--- src/rtl/multi_cycle_control_unit.sv ---
// rtl/multi_cycle_control_unit.sv - multi-cycle RV32I control FSM with memory handshake, stall timeout and counters
// Sequences IF/ID/EX/MEM/WB and drives the datapath strobes for the current state.
module multi_cycle_control_unit #(
  parameter int CNT_W        = 32,
  parameter int MEM_WAIT_MAX = 0
) (
  input  logic             clk,
  input  logic             reset,
  input  logic [6:0]       opcode,
  input  logic             mem_ready,
  input  logic             halt_cond,
  output logic             ir_write,
  output logic             i_or_d,
  output logic             mem_read,
  output logic             mem_write,
  output logic             mem_to_reg,
  output logic             pc_to_reg,
  output logic             reg_write,
  output logic             alu_src_a,
  output logic [1:0]       alu_src_b,
  output logic [1:0]       alu_op,
  output logic             pc_write,
  output logic             pc_write_cond,
  output logic [1:0]       pc_source,
  output logic             halted,
  output logic             mem_err,
  output logic [CNT_W-1:0] cycle_count,
  output logic [CNT_W-1:0] retired_count
);

  localparam logic [6:0] OP_R    = 7'b0110011;
  localparam logic [6:0] OP_I    = 7'b0010011;
  localparam logic [6:0] OP_LD   = 7'b0000011;
  localparam logic [6:0] OP_ST   = 7'b0100011;
  localparam logic [6:0] OP_BR   = 7'b1100011;
  localparam logic [6:0] OP_JAL  = 7'b1101111;
  localparam logic [6:0] OP_JALR = 7'b1100111;
  localparam logic [6:0] OP_SYS  = 7'b1110011;

  // Wide enough to hold MEM_WAIT_MAX+1 so the limit compare never aliases.
  localparam int STALL_W = $clog2(MEM_WAIT_MAX + 2);

  typedef enum logic [2:0] {
    S_IF,
    S_ID,
    S_EX,
    S_MEM,
    S_WB,
    S_HALT
  } state_t;

  state_t             state_q, state_d;
  logic [STALL_W-1:0] stall_q, stall_d;
  logic               mem_err_q, mem_err_d;
  logic [CNT_W-1:0]   cycle_q, cycle_d;
  logic [CNT_W-1:0]   retired_q, retired_d;
  logic               retire;
  logic               mem_phase;
  logic               timeout;
  logic               is_load;
  logic               goes_to_ex;

  assign is_load    = (opcode == OP_LD);
  assign goes_to_ex = (opcode == OP_R)  || (opcode == OP_I)   || (opcode == OP_LD) ||
                      (opcode == OP_ST) || (opcode == OP_BR)  || (opcode == OP_JAL) ||
                      (opcode == OP_JALR);
  assign mem_phase  = (state_q == S_IF) || (state_q == S_MEM);
  assign timeout    = (MEM_WAIT_MAX > 0) && mem_phase && !mem_ready &&
                      ((32'(stall_q) + 32'd1) >= 32'(MEM_WAIT_MAX));

  always_comb begin
    state_d       = state_q;
    mem_err_d     = mem_err_q;
    stall_d       = '0;
    retire        = 1'b0;
    ir_write      = 1'b0;
    i_or_d        = 1'b0;
    mem_read      = 1'b0;
    mem_write     = 1'b0;
    mem_to_reg    = 1'b0;
    pc_to_reg     = 1'b0;
    reg_write     = 1'b0;
    alu_src_a     = 1'b0;
    alu_src_b     = 2'b00;
    alu_op        = 2'b00;
    pc_write      = 1'b0;
    pc_write_cond = 1'b0;
    pc_source     = 2'b00;

    case (state_q)
      S_IF: begin
        mem_read = 1'b1;
        if (mem_ready) begin
          ir_write = 1'b1;
          state_d  = S_ID;
        end
      end
      S_ID: begin
        if (opcode == OP_SYS && halt_cond) begin
          state_d = S_HALT;
        end else if (goes_to_ex) begin
          state_d = S_EX;
        end else begin
          // ECALL without the halt qualifier and unknown opcodes retire as NOPs.
          pc_write = 1'b1;
          retire   = 1'b1;
          state_d  = S_IF;
        end
      end
      S_EX: begin
        case (opcode)
          OP_R, OP_I: begin
            alu_src_a = 1'b1;
            alu_src_b = (opcode == OP_I) ? 2'b10 : 2'b00;
            alu_op    = 2'b10;
            state_d   = S_WB;
          end
          OP_LD, OP_ST: begin
            alu_src_a = 1'b1;
            alu_src_b = 2'b10;
            state_d   = S_MEM;
          end
          OP_BR: begin
            alu_src_a     = 1'b1;
            alu_op        = 2'b01;
            pc_write_cond = 1'b1;
            pc_source     = 2'b01;
            retire        = 1'b1;
            state_d       = S_IF;
          end
          OP_JAL, OP_JALR: begin
            reg_write = 1'b1;
            pc_to_reg = 1'b1;
            pc_write  = 1'b1;
            pc_source = (opcode == OP_JAL) ? 2'b01 : 2'b10;
            retire    = 1'b1;
            state_d   = S_IF;
          end
          default: state_d = S_IF;
        endcase
      end
      S_MEM: begin
        i_or_d    = 1'b1;
        mem_read  = is_load;
        mem_write = !is_load;
        if (mem_ready) begin
          if (is_load) begin
            state_d = S_WB;
          end else begin
            pc_write = 1'b1;
            retire   = 1'b1;
            state_d  = S_IF;
          end
        end
      end
      S_WB: begin
        reg_write  = 1'b1;
        mem_to_reg = is_load;
        pc_write   = 1'b1;
        retire     = 1'b1;
        state_d    = S_IF;
      end
      S_HALT: state_d = S_HALT;
      default: state_d = S_IF;
    endcase

    if (mem_phase && !mem_ready && stall_q != '1) begin
      stall_d = stall_q + STALL_W'(1);
    end else if (mem_phase && !mem_ready) begin
      stall_d = stall_q;
    end

    if (timeout) begin
      state_d   = S_HALT;
      mem_err_d = 1'b1;
    end
  end

  assign cycle_d   = (state_q != S_HALT) ? cycle_q + CNT_W'(1) : cycle_q;
  assign retired_d = retire ? retired_q + CNT_W'(1) : retired_q;

  always_ff @(posedge clk) begin
    if (reset) begin
      state_q   <= S_IF;
      stall_q   <= '0;
      mem_err_q <= 1'b0;
      cycle_q   <= '0;
      retired_q <= '0;
    end else begin
      state_q   <= state_d;
      stall_q   <= stall_d;
      mem_err_q <= mem_err_d;
      cycle_q   <= cycle_d;
      retired_q <= retired_d;
    end
  end

  assign halted        = (state_q == S_HALT);
  assign mem_err       = mem_err_q;
  assign cycle_count   = cycle_q;
  assign retired_count = retired_q;

endmodule

--- config.mk ---
export PLATFORM = sky130hd
export DESIGN_NAME = multi_cycle_control_unit
export DESIGN_NICKNAME = d
export VERILOG_FILES = /design/src/rtl/multi_cycle_control_unit.sv
export SDC_FILE = /design/constraint.sdc
export NUM_CORES = 1
export LEC_CHECK = 0
export CELL_PAD_IN_SITES_DETAIL_PLACEMENT = 1
export CELL_PAD_IN_SITES_GLOBAL_PLACEMENT = 2
export CORE_UTILIZATION = 26
export DETAILED_ROUTE_END_ITERATION = 8
export GPL_TIMING_DRIVEN = 0
export MAX_ROUTING_LAYER = met4
export PLACE_DENSITY = 0.76
export SLEW_MARGIN = 15
export SYNTH_ARGS = -nofsm -noshare
export SYNTH_HDL_FRONTEND = slang
export SYNTH_SLANG_ARGS = --single-unit
--- constraint.sdc ---
create_clock -name clk -period 2.22 [get_ports clk]
set_input_delay 0.333 -clock clk [delete_from_list [all_inputs] [get_ports clk]]
set_output_delay 0.333 -clock clk [all_outputs]
set_load 0.02 [all_outputs]
# == Word-level counts from Yosys, hierarchy flattened ==
# Cells that the tools add are included.
# totals
regBits,67
latchBits,0
ramBits,0
rom_bits,0
input_bits,11
output_inout_bits,82
word_cells,71
mem_count,0
# classes
addsub,2
multipliers,0
div_mod_pow,0
magnitude_cmp,0
eq_ne,16
shift,0
mux,35
n_bitwise,0
reduce_logical,15
# ops
cell,n
$add 32x1->32 const B,2
$eq 7x7->1 const B,4
$mux 1,16
$pmux 3 s5,1
$eq 7x6->1 const B,2
$mux 2,6
$mux 3,4
$pmux 2 s2,3
$pmux 1 s4,2
$eq 7x2->1 const B,1
$eq 7x5->1 const B,1
$eq 3x2->1 const B,2
$eq 3x3->1 const B,2
$logic_or 1x1->1,6
$pmux 3 s2,1
$reduce_or 2->1,3
$reduce_or 5->1,1
$ne 2x2->1 const B,2
$pmux 1 s2,2
$eq 3x1->1 const B,1
$logic_not 3->1,1
$ne 3x3->1 const B,1
$reduce_or 3->1,1
$reduce_and 2->1,1
other kinds (2),2

# == Logic depth before layout (Yosys ltp) ==
# Gate-level depths: netlist of run 1.
# depth
word_depth,10
mapped_depth,9

# == Worst setup path after synthesis of run 1 ==
# OpenSTA, ideal clock, no wires.
# synth_timing
path_kind,flip-flop to flip-flop
start,register state_q[0]
end,register retired_q[27] (netlist: retired_count[27])
setup_ns,0.123
arrival_ns,2.243
required_ns,2.097
slack_ns,-0.147
stages_incl_launch_ff,9
path_buffers,2
period_less_slack_ns,2.367
path_cell_list,dfxtp_1 buf_2 nor3b_2 nor4b_4 a21o_1 a311oi_2 buf_6 a2111oi_4 mux2_1
# synth_via
elab_chain_cells,2
elab_cells_between_ends,5
classes_between,4 x eq/ne; 1 x mux
# synth_rtl
item,line_no,rtl
"start, declared",52,"state_t state_q, state_d;"
"start signal, assigned",190,state_q <= state_d;
"$eq 3x3->1, or another cell as far along",90,case (state_q)
$pmux 1 s4 (*),90,
"end signal, assigned",194,retired_q <= retired_d;
"end, declared",56,"logic [CNT_W-1:0] retired_q, retired_d;"
# Every way passes the cells marked *; elsewhere a longest branch is shown, timed or not.
# A chain may end at the register's enable or synchronous reset.

# == Worst setup path in the final report of run 1 ==
# layout_timing
start,register state_q[1]
end,register retired_q[29] (netlist: retired_count[29])
# The elaborated chain is that of the path after synthesis.

==> impl_metrics.env, run 1 <==
export IMPL_grt_setup_unrepaired="true"
export IMPL_cts_htree_levels=3
export IMPL_finClkSkew_ns=0.007419
export IMPL_yosysSeqAreaShare_pct=35.80
export IMPL_start_util_pct=26.78
export IMPL_start_kind="flip-flop"
export IMPL_rows=43
export IMPL_powerDensity_mw_per_mm2=509.3
export IMPL_die_w_um=122.0
export IMPL_cp_max_fo=10
export IMPL_synth_edf_count=0
export IMPL_ys_ff_latch=67
export IMPL_combinationalPowerShare_pct=8.8
export IMPL_routed_via_density=4.887
export IMPL_syn_inst=449
export IMPL_synth_compound_area_share_pct=10.96
export IMPL_ir_drop_uv=544.5
export IMPL_grt_pass1_wl_mm=19.58
export IMPL_synthSimpleGateAreaFrac_pct=31.53
export IMPL_layout_min_cycle_time_ns=2.209
export IMPL_die_y_um=122.0
export IMPL_p_sw_share_pct=26.64
export IMPL_synth_xor_area_share_pct=5.845
export IMPL_clk_path_buf_depth=2
export IMPL_initialDrtViolationCount=78
export IMPL_intPower_mw=2.112
export IMPL_yosysWarnings=0
export IMPL_drc_errors=0
export IMPL_final_antenna_net_count=0
export IMPL_place_area_mm2=0.004947
export IMPL_timing_hold_violations_final=0
export IMPL_synthAdderAreaFrac_pct=0.6680
export IMPL_antenna_found_initial=0
export IMPL_synth_top_family_by_area="simple AND/OR/NAND/NOR gates"
export IMPL_totalWireLength_mm=12.21
export IMPL_finalCritPeriodShare_pct=99.50
export IMPL_relSlewSlack_pct=59.41
export IMPL_vias=3685
export IMPL_worstSetupPathType="flip-flop to flip-flop"
export IMPL_antennaDiodeCount=0
export IMPL_grt_max_degree=14
export IMPL_cts_tree="done"
export IMPL_cts_sinks=67
export IMPL_syn2layout_area_growth_pct=50.94
export IMPL_synth_top_cell_by_area="dfxtp_1"
export IMPL_path_clk_slew_ns=0.06
export IMPL_io_pins=93
export IMPL_status="completed"
export IMPL_setup_tns_ns=0
export IMPL_layout_nets=582
export IMPL_layout_drive_gt1_share_pct=25.96
export IMPL_ys_flop_type="dfxtp_1"
export IMPL_worstSetupEndpointType="flip-flop"
export IMPL_avgSynthCellArea_um2=8.343
export IMPL_synthMuxAreaShare_pct=9.285
export IMPL_synthDistinctLibCells=46
export IMPL_grt_pass1_vias=3882
export IMPL_hpwl_mm=8.475
export IMPL_grt_remaining_overflow=0
export IMPL_wl_per_cell_um=16.19
export IMPL_synth_area_top_cells="dfxtp_1 (36%), mux2_2 (7.8%), nor2_1 (6.6%), nor2b_1 (5.2%), nand3_1 (4.4%)"
export IMPL_yosysTopAreaCellShare_pct=35.80
export IMPL_p_clk_share_pct=48.7
export IMPL_hold_slack_ns=0.4356
export IMPL_worstHoldPathType="input pin to flip-flop"
export IMPL_cts_buffers=9
export IMPL_p_seq_share_pct=42.5
export IMPL_maxCapViolCount=0
export IMPL_root_buffer="clkbuf_16"
export IMPL_netlist_area_mm2=0.003746
export IMPL_postSynth_asyncResetShare_pct=0
export IMPL_p_sw_mw=0.7672
export IMPL_regToRegSetupSlack_ns=0.01
export IMPL_final_area_mm2=0.005654
export IMPL_crit_required_ns=2.45
export IMPL_cellLeakagePower_nw=2.143
export IMPL_dieArea_mm2=0.01489
export IMPL_port_buffers=88
export IMPL_setup_viol=0
export IMPL_critical_path_arrival_ns=2.44
export IMPL_coreArea_mm2=0.01399
export IMPL_place_gp_congestion=0.7633
export IMPL_clk_latency_ns=0.34
export IMPL_grt_usage_pct=17.56
export IMPL_tightestPinTransition_ns=0.6089
export IMPL_max_freq_ghz=0.4527
export IMPL_dr_pass1_iters=4
export IMPL_slew_violations=0
cells in the final DEF (no fill, tap or decap), drive strengths merged, types with 3 or more instances in the layout:
cell / instances
clkbuf: 22
a211oi: 5
nand3: 33
clkinvlp: 3
or3: 8
mux2: 30
buf: 47
o21ai: 14
inv: 14
and2: 4
clkdlybuf4s50: 67
nand4: 17
nor3: 7
a21oi: 31
a2111oi: 5
and4: 10
dfxtp: 67
xor2: 18
nor3b: 3
nand2: 16
nor2b: 31
xnor2: 7
and3: 18
dlygate4sd2: 11
nor2: 66
synth_stat cells (3+ instances only):
cell type,instances
nor3_1,6
mux2_2,26
buf_2,6
a211oi_1,5
and2_1,4
xor2_1,18
dfxtp_1,67
clkbuf_1,17
nor2b_1,31
and4_1,10
and3_1,18
inv_1,11
mux2_1,4
nand4_1,17
nand2_1,16
buf_4,3
xnor2_1,7
nand3_1,33
o21ai_0,14
or3_1,8
nor2_1,66
a21oi_1,31
flip-flops by register name, indices dropped and copies added, names as in the netlist:
signal         count
cycle_count       32
state_q            3
retired_count     32
power groups by stage:
stage               Clock (mW)  Sequential, mW  Combinational, mW
floorplan                    0            1.26              0.122
CTS                       1.45            1.22              0.236
global placement             0            1.25              0.207
global route              1.51            1.23              0.277
finish                    1.40            1.22              0.254
detailed placement           0            1.25              0.212
routing by layer:
layer  part of all wire (%)  global-route usage, %  vias to the layer above
met1                     45                  19.77                     1805
met3                    2.9                  4.728                       11
li1                       -                      -                     1815
met5                      0                      -                        -
met2                     51                  29.98                       54
met4                    1.3                  5.633                        0
area by class of cell:
class                      count  area (µm²)
buffer                        25       180.2
tap                          180       225.2
clock inverter                 6       48.80
timing repair buffer         114        1079
fill                        1658        8334
inverter                      12       55.05
sequential                    67        1353
multi-input combinational    340        2475
clock buffer                  10       239.0
critical path, cell delays in order, from the launching register on:
cell and delay, ns:
dfxtp_4 0.37, nor3b_4 0.22, buf_4 0.15, nand2_2 0.06, or3_4 0.39, buf_8 0.18
a2111oi_4 0.39, mux2_4 0.33
what timing repair did:
action                                  in CTS  in global routing
pin swaps                                   11                  3
hold buffers                                 0                  0
endpoints found under the setup margin      55                 37
buffers inserted                            17                 10
gates resized for setup                     96                 36
endpoints found under the hold margin        0                  0
per-stage QoR:
step | setup WS [ns] | cells | util [%] | total power [mW]
floorplan | -0.06338 | 450 | - | 1.377
global placement | -0.9156 | 718 | 35.37 | 1.456
detailed placement | -0.9344 | 718 | 35.37 | 1.462
CTS | -0.1323 | 747 | 39.13 | 2.913
global route | -0.07699 | 754 | 40.42 | 3.011
finish | 0.01108 | 754 | 40.42 | 2.880
path summary, 6_finish.rpt:
check,from,to,cells after the start
setup reg to reg,state_q[1],retired_count[29],7
hold / removal,opcode[4],state_q[1],4
hold reg to reg,cycle_count[26],cycle_count[26],2
setup / recovery,state_q[1],retired_count[29],7
cells by family after synthesis:
| logic type | after synthesis |
|---|---|
| and+or+nand+nor | 219 |
| xor gates and xnor gates | 25 |
| DFF | 67 |
| AOI/OAI and AO/OA | 61 |
| other | 1 |
| buffers and inverters | 43 |
| muxes | 31 |
| adders and majority gates | 2 |
Power figures use the tool's default switching activity.
==> inputs of run 2 (changes only) <==
--- a/config.mk
+++ b/config.mk
@@ -5,9 +5,9 @@
 export SDC_FILE = /design/constraint.sdc
 export NUM_CORES = 1
 export LEC_CHECK = 0
-export CELL_PAD_IN_SITES_DETAIL_PLACEMENT = 1
-export CELL_PAD_IN_SITES_GLOBAL_PLACEMENT = 2
-export CORE_UTILIZATION = 26
+export CELL_PAD_IN_SITES_DETAIL_PLACEMENT = 0
+export CELL_PAD_IN_SITES_GLOBAL_PLACEMENT = 1
+export CORE_UTILIZATION = 33
 export DETAILED_ROUTE_END_ITERATION = 8
 export GPL_TIMING_DRIVEN = 0
 export MAX_ROUTING_LAYER = met4
==> constraint.sdc (replaced) <==
create_clock -name clk -period 2.22 [get_ports clk]
set_input_delay 0.333 -clock clk [delete_from_list [all_inputs] [get_ports clk]]
set_output_delay 0.333 -clock clk [all_outputs]
set_load 0.005 [all_outputs]
==> run 2 against run 1 <==
Compared with the run above: the flow now finishes with violations (setup timing); power grew 6.5%; final cell count shrank 6.2%; largest cell class unchanged; register-to-register slack lost 0.07 ns; highest routed layer unchanged; fmax shrank 3.0%; wire length shrank 9.7%; count of clock-buffer cells in the layout grew 1; sequential power is essentially flat.
==> impl_metrics.env, run 2 (synthesis gave the netlist of run 1 again) <==
export IMPL_place_gp_congestion=0.8154
export IMPL_grt_pass1_vias=3545
export IMPL_p_total_mw=3.067
export IMPL_start_util_pct=34.26
export IMPL_coreArea_mm2=0.01094
export IMPL_clk_latency_ns=0.34
export IMPL_holdPathStages=4
export IMPL_final_util_pct=51.82
export IMPL_maxCapViolCount=0
export IMPL_cellLeakagePower_nw=2.147
export IMPL_cts_htree_levels=3
export IMPL_layout_drive_gt1_share_pct=24.34
export IMPL_vias=3657
export IMPL_critPathMaxStageDelay_ns=0.36
export IMPL_slew_violations=0
export IMPL_layout_nets=575
export IMPL_cts_buffers=9
export IMPL_path_buf_inv=2
export IMPL_grt_max_degree=13
export IMPL_critical_path_arrival_ns=2.50
export IMPL_worstHoldPathType="input pin to flip-flop"
export IMPL_setup_viol=7
export IMPL_cpMaxStageDelayCell="dfxtp_4"
export IMPL_rr_worst_depth=8
export IMPL_ir_drop_uv=446.2
export IMPL_final_common_cell="clkdlybuf4s50_1"
export IMPL_cts_tree="done"
export IMPL_final_antenna_net_count=0
export IMPL_cp_cell_sequence="nor3b_4 -> nor4b_4 -> a21o_1 -> a311oi_4 -> buf_6 -> buf_12 -> a2111oi_4 -> mux2_1"
export IMPL_cts_hold_buf=0
export IMPL_intPower_mw=2.367
export IMPL_status="complete, but fails checks"
export IMPL_place_area_mm2=0.004806
export IMPL_worstSetupPathType="flip-flop to flip-flop"
export IMPL_setup_slack_ns=-0.05816
export IMPL_cp_max_fo=5
export IMPL_max_freq_ghz=0.4390
export IMPL_hp_start="opcode[4]"
export IMPL_grt_usage_pct=19.66
export IMPL_violations="setup timing"
export IMPL_timing_hold_violations_final=0
export IMPL_die_w_um=108.5
export IMPL_place_ws_ns=-0.8424
export IMPL_fillers=1043
export IMPL_setup_tns_ns=-0.1524
export IMPL_relSlewSlack_pct=61.98
export IMPL_crit_required_ns=2.44
export IMPL_p_sw_mw=0.7005
export IMPL_layout_min_cycle_time_ns=2.278
export IMPL_min_to="state_q[1]"
export IMPL_worstSetupEndpointType="flip-flop"
export IMPL_grt_pass1_wl_mm=17.41
export IMPL_totalWireLength_mm=11.02
export IMPL_grt_setup_unrepaired="true"
export IMPL_final_area_mm2=0.005667
export IMPL_hpwl_mm=7.327
export IMPL_crit_family="compound AO/OA/AOI/OAI gates"
export IMPL_port_buffers=88
export IMPL_root_buffer="clkbuf_16"
export IMPL_wl_per_cell_um=15.59
export IMPL_p_clk_share_pct=52.2
export IMPL_p_seq_share_pct=39.9
export IMPL_path_clk_slew_ns=0.06
export IMPL_dieArea_mm2=0.01178
export IMPL_antennaDiodeCount=0
export IMPL_combinationalPowerShare_pct=7.9
export IMPL_p_sw_share_pct=22.84
export IMPL_initialDrtViolationCount=124
export IMPL_antenna_found_initial=0
export IMPL_finalCritPeriodShare_pct=102.6
export IMPL_finClkSkew_ns=0.006354
export IMPL_io_pins=93
export IMPL_worstReg2RegStart="state_q[1]"
export IMPL_layout_common_cells="clkdlybuf4s50_1 (70), nor2_1 (65), dfxtp_1 (64)"
export IMPL_regToRegSetupSlack_ns=-0.06
export IMPL_r2r_end="retired_count[29]"
export IMPL_clk_path_buf_depth=2
export IMPL_tightestPinTransition_ns=0.5704
export IMPL_drc_errors=0
export IMPL_routed_via_density=5.173
export IMPL_grt_remaining_overflow=0
export IMPL_syn2layout_area_growth_pct=51.27
export IMPL_cts_sinks=67
export IMPL_dr_pass1_iters=4
export IMPL_start_kind="flip-flop"
export IMPL_cp_startpoint="state_q[1]"
export IMPL_powerDensity_mw_per_mm2=541.3
export IMPL_die_y_um=108.5
export IMPL_rows=38
## run 2: cell count changes in the layout (fill, tap and decap cells not counted), moves of 3 or more
cell and delta:
a21oi_2 -8, a21oi_4 +10, mux2_2 +5, buf_4 -6, mux2_4 -5, buf_6 -7
buf_2 -3, clkdlybuf4s50_1 +3, clkbuf_2 +3
## run 2: power groups by stage
| stage | logic, mW | registers, mW | clock network, mW |
|---|---|---|---|
| final | 0.243 | 1.22 | 1.60 |
| after CTS | 0.199 | 1.22 | 1.64 |
| after global placement | 0.180 | 1.25 | 0 |
| after floorplan | 0.107 | 1.25 | 0 |
| after detailed placement | 0.182 | 1.25 | 0 |
| after global routing | 0.262 | 1.22 | 1.70 |
## run 2: how the worst max path moves through the flow
stage	depth (start not counted)	to
floorplan	8	retired_count[27]
global placement	8	pc_write
detailed placement	8	pc_write
CTS	8	pc_write
global route	8	retired_count[29]
finish	8	retired_count[29]
## run 2: area by class of cell
type	instances	area, µm²	share of cell area [%]
Timing Repair Buffer	108	1074	18.94
Sequential cell	67	1350	23.82
Inverter	12	48.80	0.8611
Clock buffer	11	252.7	4.460
Multi-Input combinational cell	340	2519	44.45
Clock inverter	5	85.08	1.501
Tap cell	140	175.2	3.091
Buffer	24	162.7	2.870
## run 2: per-stage QoR
step                      cells  hold WS (ns)
after detailed placement    678        0.4934
after global routing        707        0.5038
after floorplan             450        0.4743
final                       707        0.4966
after global placement      678        0.4768
after CTS                   701        0.4482
## run 2: repair_timing
action                                  in CTS  in global routing
setup buffers                               13                  5
pin swaps                                    8                 16
endpoints found under the hold margin        0                  0
endpoints found under the setup margin      47                 42
resized for setup                           63                 58
cloned                                       0                  2
## run 2: worst register-to-register path, stage by stage, from the launching register on
cell	delay (ns)
dfxtp_4	0.36
nor3b_4	0.25
nor4b_4	0.31
a21o_1	0.19
a311oi_4	0.06
buf_6	0.16
buf_12	0.13
a2111oi_4	0.36
mux2_1	0.35
## run 2: routing by layer
| metal | global-route usage [%] | part of all wire, % | vias to the layer above |
|---|---|---|---|
| li1 | - | - | 1797 |
| met1 | 22.99 | 45 | 1764 |
| met2 | 32.69 | 50 | 90 |
| met3 | 6.269 | 4.9 | 6 |
| met4 | 4.537 | 0.55 | 0 |
| met5 | - | 0 | - |
==> inputs of run 3 (changes only) <==
--- a/config.mk
+++ b/config.mk
@@ -8,6 +8,7 @@
 export CELL_PAD_IN_SITES_DETAIL_PLACEMENT = 0
 export CELL_PAD_IN_SITES_GLOBAL_PLACEMENT = 1
 export CORE_UTILIZATION = 33
+export CTS_CLUSTER_SIZE = 12
 export DETAILED_ROUTE_END_ITERATION = 8
 export GPL_TIMING_DRIVEN = 0
 export MAX_ROUTING_LAYER = met4
==> constraint.sdc (replaced) <==
create_clock -name clk -period 2.01 [get_ports clk]
set_input_delay 0.3015 -clock clk [delete_from_list [all_inputs] [get_ports clk]]
set_output_delay 0.3015 -clock clk [all_outputs]
set_load 0.005 [all_outputs]
==> run 3 against run 2 <==
Compared with the run above: the flow still finishes with violations (setup timing); worst setup slack worse by 0.12 ns; hold slack worse by 0.014 ns; combinational power is 30% higher; critical path type is now flip-flop to output pin; highest routed layer unchanged.
==> impl_metrics.env, run 3 (synthesis gave the netlist of run 1 again) <==
export IMPL_totalWireLength_mm=11.39
export IMPL_fillers=984
export IMPL_clk_path_buf_depth=2
export IMPL_die_w_um=108.5
export IMPL_cts_hold_buf=0
export IMPL_grt_max_degree=13
export IMPL_hpwl_mm=7.261
export IMPL_intPower_mw=2.727
export IMPL_cts_buffers=9
export IMPL_cpMaxStageDelayCell="dfxtp_4"
export IMPL_timing_hold_violations_final=0
export IMPL_antenna_found_initial=0
export IMPL_io_pins=93
export IMPL_dieArea_mm2=0.01178
export IMPL_max_freq_ghz=0.4568
export IMPL_grt_usage_pct=19.97
export IMPL_place_gp_congestion=0.7946
export IMPL_finalCritPeriodShare_pct=108.9
export IMPL_vias=3685
export IMPL_routed_via_density=5.161
export IMPL_dr_pass1_iters=4
export IMPL_cts_sinks=67
export IMPL_critPathMaxStageDelay_ns=0.35
export IMPL_final_antenna_net_count=0
export IMPL_p_clk_share_pct=52.7
export IMPL_powerDensity_mw_per_mm2=582.0
export IMPL_initialDrtViolationCount=119
export IMPL_root_buffer="clkbuf_16"
export IMPL_slew_violations=0
export IMPL_layout_nets=582
export IMPL_grt_remaining_overflow=0
export IMPL_clk_latency_ns=0.33
export IMPL_layout_min_cycle_time_ns=2.189
export IMPL_path_clk_slew_ns=0.05
export IMPL_syn2layout_area_growth_pct=61.52
export IMPL_drc_errors=0
export IMPL_cts_tree="done"
export IMPL_p_sw_mw=0.7949
export IMPL_worstSetupEndpointType="output pin"
export IMPL_place_ws_ns=-0.9799
export IMPL_cp_cell_sequence="nor3b_4 -> nor4b_4 -> a21o_1 -> a311oi_2 -> buf_6 -> buf_12 -> inv_8 -> buf_6"
export IMPL_layout_drive_gt1_share_pct=29.62
export IMPL_maxCapViolCount=0
export IMPL_setup_viol=31
export IMPL_status="complete, but fails checks"
export IMPL_rows=38
export IMPL_ir_drop_uv=508.1
export IMPL_grt_pass1_wl_mm=18.15
export IMPL_coreArea_mm2=0.01094
export IMPL_start_util_pct=34.26
export IMPL_setup_tns_ns=-3.022
export IMPL_crit_required_ns=1.71
export IMPL_worstSetupPathType="flip-flop to output pin"
export IMPL_final_common_cell="clkdlybuf4s50_1"
export IMPL_p_sw_share_pct=22.57
export IMPL_p_total_mw=3.521
export IMPL_antennaDiodeCount=0
export IMPL_cts_htree_levels=3
export IMPL_cp_common_cell="buf_6"
export IMPL_setup_slack_ns=-0.1793
export IMPL_port_buffers=88
export IMPL_cp_max_fo=6
export IMPL_p_seq_share_pct=38.3
export IMPL_tightestPinTransition_ns=0.5804
export IMPL_critical_path_arrival_ns=1.89
export IMPL_die_y_um=108.5
export IMPL_finClkSkew_ns=0.009018
export IMPL_violations="setup timing"
export IMPL_layout_common_cells="clkdlybuf4s50_1 (69), nor2_1 (65), dfxtp_1 (58)"
export IMPL_wl_per_cell_um=15.95
export IMPL_grt_setup_unrepaired="true"
export IMPL_relSlewSlack_pct=61.31
export IMPL_cellLeakagePower_nw=2.235
export IMPL_combinationalPowerShare_pct=8.9
export IMPL_grt_pass1_vias=3681
export IMPL_start_kind="flip-flop"
export IMPL_worstHoldPathType="input pin to flip-flop"
==> run 3: power by group through the flow <==
stage	Clock [mW]	Sequential, mW	Combinational, mW
final	1.86	1.35	0.315
after global routing	1.94	1.35	0.338
after CTS	1.88	1.35	0.265
after detailed placement	0	1.38	0.204
after global placement	0	1.38	0.201
after floorplan	0	1.38	0.122
==> run 3: area by class of cell <==
type | instances | area, µm² | share of cell area [%]
flip-flops and latches | 67 | 1358 | 22.44
clock inverters | 6 | 112.6 | 1.861
well taps | 140 | 175.2 | 2.895
repair buffers | 115 | 1166 | 19.27
plain buffers | 24 | 173.9 | 2.874
clock buffers | 10 | 239.0 | 3.950
multi-input cells | 340 | 2771 | 45.80
inverters | 12 | 55.05 | 0.9098
==> run 3: worst paths after layout <==
kind,cells after the start,end,from,slack [ns]
max,8,pc_write,state_q[1],-0.18
min,4,state_q[1],opcode[4],0.48
max reg2reg,8,retired_count[29],state_q[1],-0.17
min reg2reg,2,cycle_count[26],cycle_count[26],0.51
==> run 3: metrics by stage <==
stage          std cells  area [µm²]  util (%)  hold slack [ns]
5_1_grt              714        6051     55.33           0.5321
2_1_floorplan        450        3772         -           0.4743
3_5_place_dp         678        4828     44.15           0.4952
6_report             714        6051     55.33           0.4823
3_3_place_gp         678        4828     44.15           0.4870
4_1_cts              708        5714     52.25           0.4598
==> run 3: critical path, delay by kind of cell, from the launching register on <==
kind | cells | cell delay [ns]
simple gates | 2 | 0.29
flops | 1 | 0.35
compound gates | 2 | 0.48
buf+inv | 4 | 0.43
==> run 3: what timing repair did <==
item	in CTS	in global routing
cloned	1	1
endpoints found under the setup margin	61	53
setup buffers	19	7
pin swaps	21	17
gates resized for setup	131	81
==> run 3: per-layer routing <==
layer	vias to the layer above	share of wire (%)	track usage, %
li1	1819	-	-
met1	1765	45	24.07
met2	87	49	33.36
met3	14	4.9	4.822
met4	0	1.3	4.923
met5	-	0	-
